<file path="config.mk">
export PLATFORM = sky130hd
export DESIGN_NAME = mux_pipe_n
export DESIGN_NICKNAME = d
export VERILOG_FILES = /design/src/rtl/mux_pipe_n.sv
export SDC_FILE = /design/constraint.sdc
export NUM_CORES = 1
export LEC_CHECK = 0
export ABC_AREA = 1
export CORE_AREA = 2 2 127 129
export CTS_BUF_LIST = sky130_fd_sc_hd__clkbuf_2 sky130_fd_sc_hd__clkbuf_4 sky130_fd_sc_hd__clkbuf_8
export CTS_CLUSTER_DIAMETER = 100
export CTS_CLUSTER_SIZE = 30
export DETAILED_ROUTE_END_ITERATION = 6
export DIE_AREA = 0 0 129 131
export PLACE_DENSITY = 0.95
export REMOVE_ABC_BUFFERS = 1
export SYNTH_ARGS = -nofsm -noshare
export SYNTH_HDL_FRONTEND = slang
export SYNTH_SLANG_ARGS = --single-unit
</file>
<file path="constraint.sdc">
create_clock -name clk -period 15.6 [get_ports clk]
set_input_delay 3.12 -clock clk [delete_from_list [all_inputs] [get_ports clk]]
set_output_delay 3.12 -clock clk [all_outputs]
set_load 0.01 [all_outputs]
</file>
<file path="src/rtl/mux_pipe_n.sv">
// mux_pipe_n: NIN-lane word mux feeding a 2-entry skid FIFO with an out-of-range select flag.
// Define MUX_PIPE_BYPASS_EN to let a word pass straight through while the buffer is empty.
module mux_pipe_n #(
    parameter int WIDTH = 64,
    parameter int NIN = 4,
    localparam int SELW = $clog2(NIN)
) (
    input  logic                 clk,
    input  logic                 reset,
    input  logic [NIN*WIDTH-1:0] in,
    input  logic [SELW-1:0]      sel,
    input  logic                 in_valid,
    output logic                 in_ready,
    output logic [WIDTH-1:0]     out_data,
    output logic                 out_valid,
    input  logic                 out_ready,
    input  logic                 flush,
    output logic                 sel_err
);
    logic [WIDTH-1:0] mem_q [2];
    logic [1:0]       count_q, count_d;
    logic             wr_q, wr_d, rd_q, rd_d, sel_err_q, sel_err_d;
    logic [WIDTH-1:0] sel_word;
    logic             sel_bad, push, pop, store;

    always_comb begin
        sel_word = '0;
        for (int k = 0; k < NIN; k++)
            if (sel == SELW'(k)) sel_word = in[k*WIDTH +: WIDTH];
    end

    // extra bit so NIN itself is representable when NIN is a power of two
    assign sel_bad  = {1'b0, sel} >= (SELW+1)'(NIN);
    assign in_ready = !count_q[1] && !reset;
    assign push     = in_valid && in_ready;
    assign pop      = out_ready && count_q != 2'd0;

`ifdef MUX_PIPE_BYPASS_EN
    assign out_valid = count_q == 2'd0 ? in_valid && !reset : 1'b1;
    assign out_data  = count_q == 2'd0 ? (reset ? '0 : sel_word) : mem_q[rd_q];
    assign store     = push && !(count_q == 2'd0 && out_ready);
`else
    assign out_valid = count_q != 2'd0;
    assign out_data  = out_valid ? mem_q[rd_q] : '0;
    assign store     = push;
`endif

    assign sel_err = sel_err_q;

    always_comb begin
        count_d   = flush ? 2'd0 : count_q + {1'b0, store} - {1'b0, pop};
        wr_d      = flush ? 1'b0 : wr_q ^ store;
        rd_d      = flush ? 1'b0 : rd_q ^ pop;
        sel_err_d = push && sel_bad && !flush;
    end

    always_ff @(posedge clk or posedge reset) begin
        if (reset) begin
            count_q   <= 2'd0;
            wr_q      <= 1'b0;
            rd_q      <= 1'b0;
            sel_err_q <= 1'b0;
        end else begin
            count_q   <= count_d;
            wr_q      <= wr_d;
            rd_q      <= rd_d;
            sel_err_q <= sel_err_d;
        end
    end

    always_ff @(posedge clk)
        if (store && !flush) mem_q[wr_q] <= sel_word;
endmodule

</file>
==> results.json <==
{
  "core_area_um2": 15600,
  "start_util": 0.448,
  "yosysSeqAreaShare": 0.565,
  "synth_top_family_by_area": "simple AND/OR/NAND/NOR gates",
  "p_sw_frac": 0.327,
  "max_slew.worst_pin.slew_ps": 1220,
  "drt_wl_total_um": 21200,
  "die_w_um": 129,
  "power_mw": 1.16,
  "cts_tree": "built",
  "status": "finished clean",
  "seq_power_share": 0.362,
  "cp_max_fo": 4,
  "synth_xor_area_frac": 0,
  "end_kind": "output port",
  "synth_fa_ha_area_frac": 0.00358,
  "cts_sinks": 132,
  "synth_simple_gate_area_frac": 0.311,
  "report.final.setup_viol": 0,
  "syn_inst": 748,
  "power.switching_mw": 0.380,
  "slew_viol_final": 0,
  "rsz0062_at_grt": "no",
  "drv_cap": 0,
  "cts_buffers": 17,
  "drc": 0,
  "rrSetupSlack_ps": 13370,
  "io_buffers": 328,
  "hpwl_um": 14000,
  "worstSkewPairLatency_ps": 420,
  "max-slew-margin-rel": 0.186,
  "via_per_inst": 5.45,
  "setup.worst_path.class": "primary input to output port",
  "drtIter0Drc": 385,
  "grt_usage": 0.236,
  "synth_area_um2": 6980,
  "cts_root_buffer": "clkbuf_8",
  "hp-class": "register to register",
  "drive_gt1_frac": 0.0467,
  "insertedDiodeCount": 0,
  "clock.fmax_mhz": 135,
  "dieArea_um2": 16900,
  "die_h_um": 131,
  "start_kind": "primary input",
  "cts.path.max_buffers": 2,
  "path_clk_slew_ps": 70,
  "p_per_area_nw_per_um2": 110,
  "final_common_cell": "clkdlybuf4s50_1",
  "rr_worst_depth": 8,
  "pwr-share-clk": 0.232,
  "pwr-share-comb": 0.406,
  "post-route-period-util": 0.477,
  "num_vias": 6893,
  "rows": 46,
  "hold_viol_final": 0,
  "fin_skew_ps": 7.41,
  "ctsResizeCount": 0,
  "antenna_found_initial": 0,
  "io-pin-count": 330,
  "syn_avg_cell_area_um2": 9.34,
  "post-route-util": 0.675,
  "layout_common_cells": "clkdlybuf4s50_1 (326), nand2_1 (199), nand3_1 (195)",
  "synth_mux_area_frac": 0,
  "avgRoutedWirePerCell_um": 16.8,
  "whs_path_depth": 2,
  "tns_ps": 0,
  "cts_hold_buf": 0,
  "synthDistinctLibCells": 17,
  "crit_path_start": "reset",
  "grt_pass1_vias": 6506,
  "p_int_mw": 0.781,
  "min_from": "wr_q",
  "crit_path_end": "in_ready",
  "grt_first_pass_wirelength_um": 30700,
  "synth_compound_area_frac": 0.0473,
  "grt_overflow_total": 0,
  "yosysWarnings": 0,
  "post_cts_buffers": 0,
  "post-route-min-period_ps": 7430,
  "leakagePower_nw": 3.73,
  "reg2reg_to": "count_q[1]",
  "area_growth_pct": 50.7,
  "gp_congestion": 0.800,
  "cp.arrival_ps": 4310,
  "cts_htree_levels": 4,
  "final_nets": 1301,
  "required_ps": 12480,
  "r2r-start": "count_q[1]",
  "peakVddDrop_mv": 0.0874,
  "grt_max_degree": 77,
  "ant_nets": 0,
  "synth-seq-cells": 132,
  "firstDrtPassIters": 5
}
[cell type report]
| type | instances | area [µm²] |
|---|---|---|
| Sequential cell | 132 | 3950 |
| Timing Repair Buffer | 336 | 3340 |
| Clock inverter | 14 | 138 |
| Clock buffer | 18 | 241 |
| Tap cell | 216 | 270 |
| Fill cell | 1175 | 5070 |
| Multi-Input combinational cell | 538 | 2550 |
| Inverter | 11 | 41.3 |
[cell usage after synthesis]
cell	number	area share
inv_1	8	0.0043
nand2_1	199	0.11
buf_6	15	0.024
nand3_1	195	0.14
ha_1	2	0.0036
a21oi_1	66	0.047
inv_2	3	0.0016
nor2_4	1	0.0016
clkbuf_1	6	0.0032
nor2_1	9	0.0048
conb_1	1	0.00054
edfxtp_1	128	0.55
buf_4	18	0.019
nand4_1	64	0.057
nor3_1	1	0.00072
buf_2	28	0.020
dfrtp_1	4	0.014
[layer usage]
metal	global-route usage	wire length (µm)	share of wire	vias up
met2	0.435	11100	0.52	336
li1	-	-	-	3275
met4	0.141	827	0.039	0
met1	0.246	7780	0.37	3222
met5	0	0	0	-
met3	0.0533	1560	0.074	60
[power groups by stage]
stage / combinational [mW] / clock, mW / sequential, mW
2_1_floorplan: 0.177 / 0 / 0.436
3_3_place_gp: 0.460 / 0 / 0.427
3_5_place_dp: 0.472 / 0 / 0.428
4_1_cts: 0.473 / 0.277 / 0.420
5_1_grt: 0.503 / 0.290 / 0.422
6_report: 0.471 / 0.269 / 0.420
[state kept, by name, indices dropped and copies added, names as in the netlist]
register,flops
rd_q,1
wr_q,1
count_q,2
mem_q,128
[how the worst min path moves through the flow]
| stage | end | slack (ps) |
|---|---|---|
| finish | wr_q | 580 |
| global route | wr_q | 600 |
| CTS | wr_q | 560 |
| detailed placement | wr_q | 550 |
| global placement | wr_q | 530 |
| floorplan | wr_q | 500 |
[logic make-up after synthesis]
family / count (synthesis)
and+or+nand+nor: 469
DFF: 132
buffers and inverters: 78
AOI/OAI and AO/OA: 66
adders and majority gates: 2
other: 1
[stage by stage]
step,hold WS (ps),cells,instance area [µm²],setup WS (ps)
after floorplan,501,681,6520,7180
after global placement,535,1233,10100,8180
after detailed placement,549,1233,10100,8170
after CTS,565,1265,10500,8170
after global routing,596,1265,10500,8130
final,576,1265,10500,8170
[worst max-delay path, stage by stage]
cell and delay, ps:
clkdlybuf4s50_1 420, nor2_1 200, clkdlybuf4s50_1 580
No activity file was read; power rests on OpenSTA's default activity.
